==> src/rtl/add_rs_station.sv <==
// add_rs_station: add/sub reservation station, CDB snoop, oldest-ready dispatch.
// Optional issue-stall counter is built when RS_STALL_CNT_EN is defined.
module add_rs_station #(
    parameter int DEPTH  = 3,
    parameter int TAG_W  = 3,
    parameter int DATA_W = 16,
    parameter int FUNC_W = 4
) (
    input  logic                       clk1,
    input  logic                       rst_n,
    input  logic                       flush,
    input  logic                       iss_valid,
    input  logic [FUNC_W-1:0]          iss_func,
    input  logic [TAG_W-1:0]           iss_rob,
    input  logic                       iss_j_busy,
    input  logic [DATA_W-1:0]          iss_j_val,
    input  logic                       iss_k_busy,
    input  logic [DATA_W-1:0]          iss_k_val,
    output logic                       iss_ready,
    output logic [$clog2(DEPTH+1)-1:0] rs_count,
    input  logic                       cdb_valid,
    input  logic [TAG_W-1:0]           cdb_tag,
    input  logic [DATA_W-1:0]          cdb_data,
    output logic                       ex_valid,
    input  logic                       ex_ready,
    output logic [FUNC_W-1:0]          ex_func,
    output logic [DATA_W-1:0]          ex_vj,
    output logic [DATA_W-1:0]          ex_vk,
    output logic [TAG_W-1:0]           ex_rob,
    output logic [15:0]                stall_cnt
);
    localparam int CW = $clog2(DEPTH + 1);
    localparam int AW = $clog2(DEPTH);
    localparam logic [AW-1:0] AMAX = AW'(DEPTH - 1);

    logic [DEPTH-1:0]  busy, qj_busy, qk_busy, elig;
    logic [FUNC_W-1:0] func [DEPTH];
    logic [TAG_W-1:0]  rob  [DEPTH];
    logic [TAG_W-1:0]  qj   [DEPTH];
    logic [TAG_W-1:0]  qk   [DEPTH];
    logic [DATA_W-1:0] vj   [DEPTH];
    logic [DATA_W-1:0] vk   [DEPTH];
    logic [AW-1:0]     age  [DEPTH];
    logic [AW-1:0]     age_nx [DEPTH];
    logic [CW-1:0]     count;

    logic          sel_vld, func_ok, accept, fire, j_hit, k_hit;
    logic [AW-1:0] sel, best, free_idx;

    assign elig      = busy & ~qj_busy & ~qk_busy;
    assign iss_ready = (count != CW'(DEPTH));
    assign rs_count  = count;
    assign func_ok   = (iss_func == '0) || (iss_func == FUNC_W'(1));
    assign accept    = iss_valid && iss_ready && func_ok;
    assign fire      = sel_vld && ex_ready;
    assign j_hit     = iss_j_busy && cdb_valid
                       && (cdb_tag == iss_j_val[TAG_W-1:0]);
    assign k_hit     = iss_k_busy && cdb_valid
                       && (cdb_tag == iss_k_val[TAG_W-1:0]);

    // oldest eligible entry wins; ages are unique among busy entries
    always_comb begin
        sel_vld = 1'b0;
        sel     = '0;
        best    = '0;
        for (int i = 0; i < DEPTH; i++) begin
            if (elig[i] && (!sel_vld || age[i] > best)) begin
                sel_vld = 1'b1;
                sel     = AW'(i);
                best    = age[i];
            end
        end
    end

    always_comb begin
        free_idx = '0;
        for (int i = DEPTH - 1; i >= 0; i--) begin
            if (!busy[i]) free_idx = AW'(i);
        end
    end

    always_comb begin
        for (int i = 0; i < DEPTH; i++) begin
            age_nx[i] = age[i];
            if (accept && age[i] != AMAX) age_nx[i] = age[i] + 1'b1;
            if (fire && age[i] > best) age_nx[i] = age_nx[i] - 1'b1;
        end
    end

    always_comb begin
        ex_valid = sel_vld;
        ex_func  = '0;
        ex_vj    = '0;
        ex_vk    = '0;
        ex_rob   = '0;
        if (sel_vld) begin
            ex_func = func[sel];
            ex_vj   = vj[sel];
            ex_vk   = vk[sel];
            ex_rob  = rob[sel];
        end
    end

    always_ff @(posedge clk1 or negedge rst_n) begin
        if (!rst_n) begin
            busy    <= '0;
            qj_busy <= '0;
            qk_busy <= '0;
            count   <= '0;
            for (int i = 0; i < DEPTH; i++) begin
                func[i] <= '0;
                rob[i]  <= '0;
                qj[i]   <= '0;
                qk[i]   <= '0;
                vj[i]   <= '0;
                vk[i]   <= '0;
                age[i]  <= '0;
            end
        end else if (flush) begin
            busy  <= '0;
            count <= '0;
            for (int i = 0; i < DEPTH; i++) age[i] <= '0;
        end else begin
            for (int i = 0; i < DEPTH; i++) begin
                if (busy[i]) begin
                    age[i] <= age_nx[i];
                    if (qj_busy[i] && cdb_valid && qj[i] == cdb_tag) begin
                        qj_busy[i] <= 1'b0;
                        vj[i]      <= cdb_data;
                    end
                    if (qk_busy[i] && cdb_valid && qk[i] == cdb_tag) begin
                        qk_busy[i] <= 1'b0;
                        vk[i]      <= cdb_data;
                    end
                end
            end
            if (fire) begin
                busy[sel] <= 1'b0;
                age[sel]  <= '0;
            end
            if (accept) begin
                busy[free_idx]    <= 1'b1;
                func[free_idx]    <= iss_func;
                rob[free_idx]     <= iss_rob;
                age[free_idx]     <= '0;
                qj_busy[free_idx] <= iss_j_busy && !j_hit;
                qj[free_idx]      <= iss_j_val[TAG_W-1:0];
                vj[free_idx]      <= j_hit ? cdb_data : iss_j_val;
                qk_busy[free_idx] <= iss_k_busy && !k_hit;
                qk[free_idx]      <= iss_k_val[TAG_W-1:0];
                vk[free_idx]      <= k_hit ? cdb_data : iss_k_val;
            end
            if (accept && !fire) count <= count + 1'b1;
            else if (fire && !accept) count <= count - 1'b1;
        end
    end

`ifdef RS_STALL_CNT_EN
    logic [15:0] stall_q;

    always_ff @(posedge clk1 or negedge rst_n) begin
        if (!rst_n) begin
            stall_q <= '0;
        end else if (iss_valid && !iss_ready && stall_q != 16'hFFFF) begin
            stall_q <= stall_q + 16'd1;
        end
    end

    assign stall_cnt = stall_q;
`else
    assign stall_cnt = '0;
`endif

endmodule

==> config.mk <==
export PLATFORM = sky130hd
export DESIGN_NAME = add_rs_station
export DESIGN_NICKNAME = d
export VERILOG_FILES = /design/src/rtl/add_rs_station.sv
export SDC_FILE = /design/constraint.sdc
export NUM_CORES = 1
export LEC_CHECK = 0
export ABC_AREA = 1
export ABC_CLOCK_PERIOD_IN_PS = 7410
export BUFFER_PORTS_ARGS = -buffer_cell sky130_fd_sc_hd__buf_4
export CORE_MARGIN = 1.5
export CORE_UTILIZATION = 35
export CTS_CLUSTER_SIZE = 16
export DETAILED_ROUTE_END_ITERATION = 12
export GPL_TIMING_DRIVEN = 0
export PLACE_DENSITY_LB_ADDON = 0.05
export SYNTH_ARGS = -nofsm -noshare
export SYNTH_HDL_FRONTEND = slang
export SYNTH_SLANG_ARGS = --single-unit
export TNS_END_PERCENT = 10
==> constraint.sdc <==
create_clock -name clk1 -period 7.41 [get_ports clk1]
set_input_delay 1.482 -clock clk1 [delete_from_list [all_inputs] [get_ports clk1]]
set_output_delay 1.482 -clock clk1 [all_outputs]
set_load 0.1 [all_outputs]
==> results of run 1 <==
[power by group]
group	internal (mW)	switching (mW)	total, mW
clock	0.517	0.402	0.919
sequential	0.954	0.0513	1.00
combinational	0.205	0.369	0.575
total	1.68	0.823	2.50
[through the flow]
| step | area [sq um] | setup WS (ns) | total power, mW | instances |
|---|---|---|---|---|
| floorplan | 10100 | 2.71 | 1.42 | 1345 |
| global placement | 11300 | 2.09 | 1.58 | 1827 |
| detailed placement | 11400 | 2.09 | 1.59 | 1828 |
| CTS | 12000 | 1.62 | 2.50 | 1859 |
| global route | 12000 | 1.25 | 2.62 | 1859 |
| finish | 12000 | 1.61 | 2.50 | 1860 |
[layout make-up]
cell class,count,share of cell area [%]
clock buffer,19,3.78
sequential,152,31.8
inverter,246,7.74
buffer,101,5.10
antenna,1,0.0209
clock inverter,12,1.18
multi-input combinational,846,39.6
tap,378,3.95
timing repair buffer,105,6.82
[placed cells by master, fill, tap and decap left out, types with 3 or more instances in the layout]
cell type / n
clkbuf_16: 17
nand2_1: 220
nor2_1: 53
o211ai_1: 21
nand3_1: 52
clkinvlp_4: 5
xnor2_1: 6
inv_1: 233
inv_2: 12
nor2_4: 4
o211ai_2: 12
buf_2: 43
o21ai_1: 75
xor2_1: 19
ha_1: 10
nand2_2: 9
nor2_2: 5
nand4_1: 9
conb_1: 16
dfrtp_1: 152
o21ai_0: 96
o22ai_1: 31
nor4_2: 4
buf_6: 14
buf_4: 122
a21oi_1: 86
inv_6: 3
o221ai_1: 76
o21ai_2: 30
clkbuf_1: 22
[Yosys cell counts, types with 14 or more instances]
cell type	instances
xor2_1	19
o21ai_1	75
o221ai_1	76
nand2_1	220
inv_1	233
buf_6	14
o211ai_1	21
o21ai_0	96
buf_4	19
o22ai_1	31
buf_2	43
dfrtp_1	152
clkbuf_1	22
a21oi_1	86
nor2_1	53
nand3_1	52
o21ai_2	30
[sequential cells by signal, summed over array words and instances (netlist names)]
signal and cells:
vj 48, vk 48, func 12, qj 9, qk 9, rob 9
age 6, busy 3, qj_busy 3, qk_busy 3, rs_count 2
[final timing paths]
check                                   start                  end  slack, ns  cells past startpoint
max                         busy[0]$_DFF_PN0_            ex_vj[14]       1.61                     22
max reg2reg                 busy[0]$_DFF_PN0_     age[0]$_DFF_PN0_       3.00                     26
max in group asynchronous               rst_n   vj[30]$_DFFE_PN0N_       5.54                      2
min in group asynchronous               rst_n  func[8]$_DFFE_PN0P_       0.92                      1
min reg2reg                rob[3]$_DFFE_PN0P_   rob[3]$_DFFE_PN0P_       0.49                      2
min                        rob[3]$_DFFE_PN0P_   rob[3]$_DFFE_PN0P_       0.49                      2
[routing by layer]
metal | vias up | routed length [microns]
met4 | 0 | 520
met2 | 355 | 17400
met5 | - | 0
li1 | 4714 | -
met1 | 4755 | 19000
met3 | 33 | 2610
[cell families (layout without fill, tap and decap cells)]
kind of cell             after synthesis  count (layout)  share of synthesized area (%)
AO/OA/AOI/OAI                        431             431                           27.4
XOR/XNOR                              25              25                           2.18
adder cells (fa/ha/maj)               10              10                           1.25
buffers and inverters                347             483                           15.3
flip-flops                           152             152                           37.9
other                                  1              17                         0.0374
AND/OR/NAND/NOR                      364             364                           15.9
[critical path: stages, from the launching register on]
cell and delay (ns):
dfrtp_1 0.47, nand3_1 0.22, inv_1 0.14, nand2_1 0.10, ha_1 0.31, nand2_1 0.05
nand2_1 0.05, nand2_1 0.06, nand2_2 0.13, nand2_2 0.11, o21ai_0 0.25, ha_1 0.28
nand2_1 0.07, nand2_1 0.05, nand2_1 0.07, nand2_2 0.08, nand3_1 0.20, buf_4 0.31
buf_6 0.22, nor2_1 0.05, o21ai_0 0.32, inv_1 0.09, buf_4 0.24
==> reports/metrics.cfg, run 1 <==
[min_path]
min_path_type=reg -> reg

[clocking]
cts-buffers-inserted=17
hold_buffers=0
clk_latency_ns=0.45
post_cts_buffers=0
clock-sinks=152
clkTransAtPathRegs_ns=0.07
cts_buffer_depth=2
cts-root-buf=clkbuf_16
cts_resized=0
htree_levels=4
cts_tree=yes

[sta]
setup_viol=0
period_share_pct=78.2
whs_ns=0.485
timing.setup.tns_ns=0
timing.final.hold_violations=0
maxSlewViolCount=0
max_freq_ghz=0.173
fin_crit_ns=5.80
rsz0062_at_grt=false
maxSlewHeadroom_pct=38.2
tightest_slew_ns=0.927
fin_worst_skew_ns=0.0170

[global_route]
grt_pass1_vias=9237
use_met2_pct=41.8
grt_util_all_layers_pct=27.6
overflow=0
antenna_found_initial=1
met1_usage_pct=41.0
met3_usage_pct=4.83
grt_first_pass_wirelength_microns=59600
busiest_layer=met2
grt_max_degree=108

[detailed_routing]
drc=0
vias_per_cell=5.30
drt_wl_total_microns=39500
route.vias.total=9857
dr.pass1.iters=6
drtAntennaViolNets=0
drtIter0Drc=868
wl_per_cell_microns=21.2

[placement]
port_buffers=104
hpwl_microns=28200
gp_congestion=0.858

[setup_path]
cp.arrival_ns=4.31
crit_path_end_kind=primary output
path_max_fanout=10
crit_required_ns=5.93
crit_path_start_kind=flop
path_class=reg -> out

[finish]
fin_nets=1545
multi_input_area_sq_um=4740
utilization_pct=42.7
final-seq-area_sq_um=3800
area_growth_pct=19.4
fill_cells=2998
drive_above_1_share_pct=19.9

[power_and_ir_drop]
p_leak_nw=5.93
peakVddDrop_uv=142
powerDensity_nw_per_um2=209

[logic_synthesis]
synth_top_area_cell=dfrtp_1
ys_seq_area_share_pct=37.9
synth_edf_count=0
synth.area.top_cells=dfrtp_1 (38%), inv_1 (8.7%), nand2_1 (8.2%)
synth_area_sq_um=10000
avgSynthCellArea_sq_um=7.54
synth_ff_type=dfrtp_1
ys_warn_count=0
synth_cell_type_count=40
synth_cells=1330
synth_top_area_share_pct=37.9
synth-seq-cells=152
async_reset_ff_share_pct=100

[die]
coreArea_sq_um=28000
start_util_pct=35.8
num_rows=61
io_pins=125
dieArea_sq_um=29700
die_y_microns=172
dieWidth_microns=172

[flow_run]
cap_violations=0

[run_status]
status=finished, final reports clean

Power figures use the tool's default switching activity.
==> run 2: changes to the inputs <==
--- a/config.mk
+++ b/config.mk
@@ -6,7 +6,7 @@
 export NUM_CORES = 1
 export LEC_CHECK = 0
 export ABC_AREA = 1
-export ABC_CLOCK_PERIOD_IN_PS = 7410
+export ABC_CLOCK_PERIOD_IN_PS = 5550
 export BUFFER_PORTS_ARGS = -buffer_cell sky130_fd_sc_hd__buf_4
 export CORE_MARGIN = 1.5
 export CORE_UTILIZATION = 35
==> constraint.sdc (replaced) <==
create_clock -name clk1 -period 5.55 [get_ports clk1]
set_input_delay 1.11 -clock clk1 [delete_from_list [all_inputs] [get_ports clk1]]
set_output_delay 1.11 -clock clk1 [all_outputs]
set_load 0.1 [all_outputs]
==> reports/metrics.cfg, run 2 (synthesis gave the netlist of run 1 again) <==
[detailed_routing]
wl_per_cell_microns=21.2
vias_per_cell=5.31
drt_wl_total_microns=39400
route.vias.total=9872
dr.pass1.iters=5
drc=0
drtAntennaViolNets=0
drtIter0Drc=882

[placement]
gp_congestion=0.858
hpwl_microns=28200
port_buffers=104
dp_cells=1828

[die]
io_pins=125
die_y_microns=172
dieArea_sq_um=29700
num_rows=61
start_util_pct=35.8
dieWidth_microns=172
coreArea_sq_um=28000

[setup_path]
r2r_slack_ns=1.26
critPathCapture=ex_vj[9]
crit_required_ns=4.44
rr_endpoint=age[0]$_DFF_PN0_
startpoint=qj_busy[0]$_DFFE_PN0N_
worstReg2RegStart=qj_busy[0]$_DFFE_PN0N_
path_max_fanout=10
reg2regPathDepth=29
crit_path_start_kind=flop
path_class=reg -> out
cp.arrival_ns=4.19
crit_path_end_kind=primary output

[flow_run]
cap_violations=0

[clocking]
clock-sinks=152
htree_levels=4
clk_latency_ns=0.44
clkTransAtPathRegs_ns=0.07
cts_tree=yes
cts-buffers-inserted=17
cts-root-buf=clkbuf_16
cts_buffer_depth=2
hold_buffers=0
post_cts_buffers=0
cts_resized=0

[run_status]
status=finished, final reports clean

[sta]
max_freq_ghz=0.189
tightest_slew_ns=0.997
maxSlewHeadroom_pct=33.6
fin_crit_ns=5.30
maxSlewViolCount=0
setup_viol=0
period_share_pct=95.5
rsz0062_at_grt=false
timing.setup.tns_ns=0
timing.final.hold_violations=0
fin_worst_skew_ns=0.0170

[finish]
fin_nets=1545
largest_registers=vj x48, vk x48, func x12
fill_cells=3005
mostFrequentLayoutCells=inv_1 (233), nand2_1 (220), dfrtp_1 (151)
utilization_pct=42.8
final_cells=1860
final_common_cell=inv_1
drive_above_1_share_pct=20.1
area_growth_pct=19.6

[power_and_ir_drop]
powerDensity_nw_per_um2=278
peakVddDrop_uv=186
p_leak_nw=5.94
fin_total_pwr_mw=3.33

[global_route]
overflow=0
grt_first_pass_wirelength_microns=59600
grt_util_all_layers_pct=27.6
grt_pass1_vias=9237
grt_max_degree=108
antenna_found_initial=1

[min_path]
min_path_type=reg -> reg

run 2: layer usage:
layer | up-vias | track usage, % | share of wire (%)
met1 | 4751 | 41.0 | 48
met2 | 358 | 41.8 | 44
met4 | 0 | 5.18 | 1.5
li1 | 4727 | - | -
met5 | - | 0 | 0
met3 | 36 | 4.83 | 6.7
run 2: layout make-up:
class                   count  area [sq um]  share of cell area (%)
plain buffers             101           619                    5.17
well taps                 378           473                    3.94
diodes                      1          2.50                  0.0209
repair buffers            105           827                    6.90
flip-flops and latches    152          3800                    31.7
clock buffers              19           453                    3.78
clock inverters            12           141                    1.18
multi-input cells         846          4740                    39.6
inverters                 246           926                    7.72
run 2: critical path, cell delays in order, from the launching register on:
cell and delay, ns:
dfrtp_1 0.36, inv_1 0.10, nand3_1 0.18, inv_1 0.13, nand2_1 0.10, ha_1 0.31, nand2_1 0.05, nand2_1 0.05
nand2_1 0.06, nand2_2 0.12, nand2_2 0.11, nand2_1 0.10, nand2_1 0.06, ha_1 0.28, nand2_1 0.05, nand2_1 0.05
nand2_1 0.04, nand2_1 0.07, nand2_2 0.08, nand3_1 0.20, buf_4 0.31, buf_6 0.22, nor2_1 0.05, o21ai_0 0.32
inv_1 0.08, buf_4 0.24
run 2: power by group:
group / switching [mW] / leakage, nW / internal, mW
Sequential: 0.0681 / 1.94 / 1.27
Combinational: 0.492 / 3.73 / 0.274
Clock: 0.532 / 0.275 / 0.690
Total: 1.09 / 5.94 / 2.24
run 2: worst min-delay path by stage:
stage | startpoint | to | slack (ns) | cells past startpoint
3_5_place_dp | rob[3]$_DFFE_PN0P_ | rob[3]$_DFFE_PN0P_ | 0.47 | 2
3_3_place_gp | rob[3]$_DFFE_PN0P_ | rob[3]$_DFFE_PN0P_ | 0.46 | 2
2_1_floorplan | func[4]$_DFFE_PN0P_ | func[4]$_DFFE_PN0P_ | 0.44 | 2
5_1_grt | func[5]$_DFFE_PN0P_ | func[5]$_DFFE_PN0P_ | 0.51 | 2
4_1_cts | rob[3]$_DFFE_PN0P_ | rob[3]$_DFFE_PN0P_ | 0.48 | 2
6_report | rob[3]$_DFFE_PN0P_ | rob[3]$_DFFE_PN0P_ | 0.48 | 2
run 2: per-stage QoR:
stage,instance area [sq um],hold slack (ns),setup slack [ns]
finish,12000,0.484,0.248
global route,12000,0.507,0.00260
CTS,12000,0.483,0.128
detailed placement,11400,0.465,0.602
global placement,11300,0.461,0.605
floorplan,10100,0.442,1.22
==> run 3: changes to the inputs <==
--- a/config.mk
+++ b/config.mk
@@ -8,12 +8,14 @@
 export ABC_AREA = 1
 export ABC_CLOCK_PERIOD_IN_PS = 5550
 export BUFFER_PORTS_ARGS = -buffer_cell sky130_fd_sc_hd__buf_4
-export CORE_MARGIN = 1.5
+export CORE_MARGIN = 5
 export CORE_UTILIZATION = 35
 export CTS_CLUSTER_SIZE = 16
 export DETAILED_ROUTE_END_ITERATION = 12
 export GPL_TIMING_DRIVEN = 0
+export MAX_ROUTING_LAYER = met4
 export PLACE_DENSITY_LB_ADDON = 0.05
+export REMOVE_ABC_BUFFERS = 1
 export SYNTH_ARGS = -nofsm -noshare
 export SYNTH_HDL_FRONTEND = slang
 export SYNTH_SLANG_ARGS = --single-unit
==> reports/metrics.cfg, run 3 (synthesis gave the netlist of run 1 again) <==
[die]
die_y_microns=179
coreArea_sq_um=28500
dieArea_sq_um=32100
start_util_pct=35.2
io_pins=125
dieWidth_microns=179
num_rows=62

[detailed_routing]
route.vias.total=9203
wl_met3_microns=1330
met1_length_microns=15700
vias_per_cell=5.16
drt_wl_total_microns=32900
dr.pass1.iters=6
drtAntennaViolNets=0
drc=0
drtIter0Drc=661
dr.max_layer_used=met4
dr_wl_met2_microns=15600
wl_per_cell_microns=18.4

[sta]
timing.setup.tns_ns=0
period_share_pct=93.5
maxSlewHeadroom_pct=28.4
maxSlewViolCount=0
rsz0062_at_grt=false
tightest_slew_ns=1.07
setup_viol=0
fin_worst_skew_ns=0.0137
fin_crit_ns=5.19
max_freq_ghz=0.193
timing.final.hold_violations=0

[finish]
fin_nets=1465
diodes=0
final_cells=1785
area_growth_pct=17.1
largest_registers=vj x48, vk x48, func x12
mostFrequentLayoutCells=inv_1 (231), nand2_1 (216), dfrtp_1 (151)
final_common_cell=inv_1
drive_above_1_share_pct=17.6

[setup_path]
reg2regPathDepth=26
cp.arrival_ns=4.08
crit_required_ns=4.44
path_max_fanout=23
startpoint=busy[0]$_DFF_PN0_
crit_path_end_kind=primary output
crit_path_start_kind=flop
worstReg2RegStart=busy[0]$_DFF_PN0_
path_class=reg -> out

[global_route]
grt_max_degree=89
grt_pass1_vias=8908
grt_first_pass_wirelength_microns=51300
overflow=0
antenna_found_initial=0
grt_util_all_layers_pct=21.2

[clocking]
clkTransAtPathRegs_ns=0.07
cts_buffer_depth=2
cts-buffers-inserted=17
htree_levels=4
clock-sinks=152
cts_tree=yes
cts-root-buf=clkbuf_16
clk_latency_ns=0.43

[min_path]
worstHoldStart=rob[3]$_DFFE_PN0P_
min_path_type=reg -> reg
min_path_cells=2

[flow_run]
cap_violations=0

[placement]
port_buffers=108
hpwl_microns=20100
dp_cells=1749
gp_congestion=0.771

[power_and_ir_drop]
powerDensity_nw_per_um2=272
combPwrFrac_pct=22.6
peakVddDrop_uv=214
cell_internal_pwr_mw=2.16
p_sw_mw=1.04
p_sw_share_pct=32.5
p_leak_nw=5.70
p_seq_share_pct=41.8
clockPowerShare_pct=35.6

[run_status]
status=finished, final reports clean

## run 3: final cells by class
cell class	count	area, sq um
clock buffer	19	433
clock inverter	12	119
fill	3057	16700
inverter	246	932
multi-input combinational	848	4830
sequential	152	3800
tap	384	480
timing repair buffer	124	1140
## run 3: final timing paths
kind                                       end  slack [ns]
max                                  ex_vk[11]        0.36
min                         rob[3]$_DFFE_PN0P_        0.48
max reg2reg                   age[0]$_DFF_PN0_        1.14
min reg2reg                 rob[3]$_DFFE_PN0P_        0.48
max in group asynchronous    busy[0]$_DFF_PN0_        4.01
min in group asynchronous  func[0]$_DFFE_PN0P_        0.63
## run 3: power groups by stage
| stage | Sequential (mW) | Combinational, mW | Clock [mW] |
|---|---|---|---|
| final | 1.34 | 0.722 | 1.14 |
| after detailed placement | 1.36 | 0.723 | 0 |
| after global routing | 1.36 | 0.818 | 1.21 |
| after global placement | 1.36 | 0.707 | 0 |
| after CTS | 1.34 | 0.726 | 1.16 |
| after floorplan | 1.37 | 0.499 | 0 |
## run 3: layer usage
layer	up-vias	track usage (%)
li1	4563	-
met1	4398	29.4
met2	224	34.4
met3	18	2.49
met4	0	3.46
met5	-	-
## run 3: worst max-delay path: stages, from the launching register on
cell and delay [ns]:
dfrtp_2 0.45, nand3_1 0.19, inv_1 0.14, nand2_1 0.10
ha_1 0.30, nand2_1 0.05, nand2_1 0.05, nand2_1 0.06
nand2_2 0.15, nand2_2 0.15, nand2_1 0.13, nand2_1 0.06
ha_1 0.29, nand2_1 0.07, nand2_1 0.04, nand2_1 0.09
nand2_4 0.12, nand2_8 0.20, nand3_4 0.12, buf_12 0.19
o221ai_1 0.22, nand2_1 0.11, inv_1 0.07, buf_4 0.28
## run 3: timing repair
| action | CTS | global route |
|---|---|---|
| hold buffers | 0 | 0 |
| setup buffers | 1 | 2 |
| setup endpoints to repair | 39 | 32 |
| pin swaps | 2 | 1 |
| resized for setup | 8 | 6 |
| endpoints found under the hold margin | 0 | 0 |
| gates cloned | 1 | 1 |
## run 3: metrics by stage
stage | hold WS [ns] | cell area (sq um) | util (%) | worst slack, ns | total power [mW]
6_report | 0.476 | 11700 | 41.2 | 0.359 | 3.20
5_1_grt | 0.514 | 11700 | 41.2 | 0.0483 | 3.38
4_1_cts | 0.477 | 11700 | 41.0 | 0.0502 | 3.22
3_5_place_dp | 0.460 | 11100 | 38.9 | -0.621 | 2.08
3_3_place_gp | 0.457 | 10800 | 37.8 | -2.24 | 2.06
2_1_floorplan | 0.442 | 9470 | - | 0.237 | 1.87
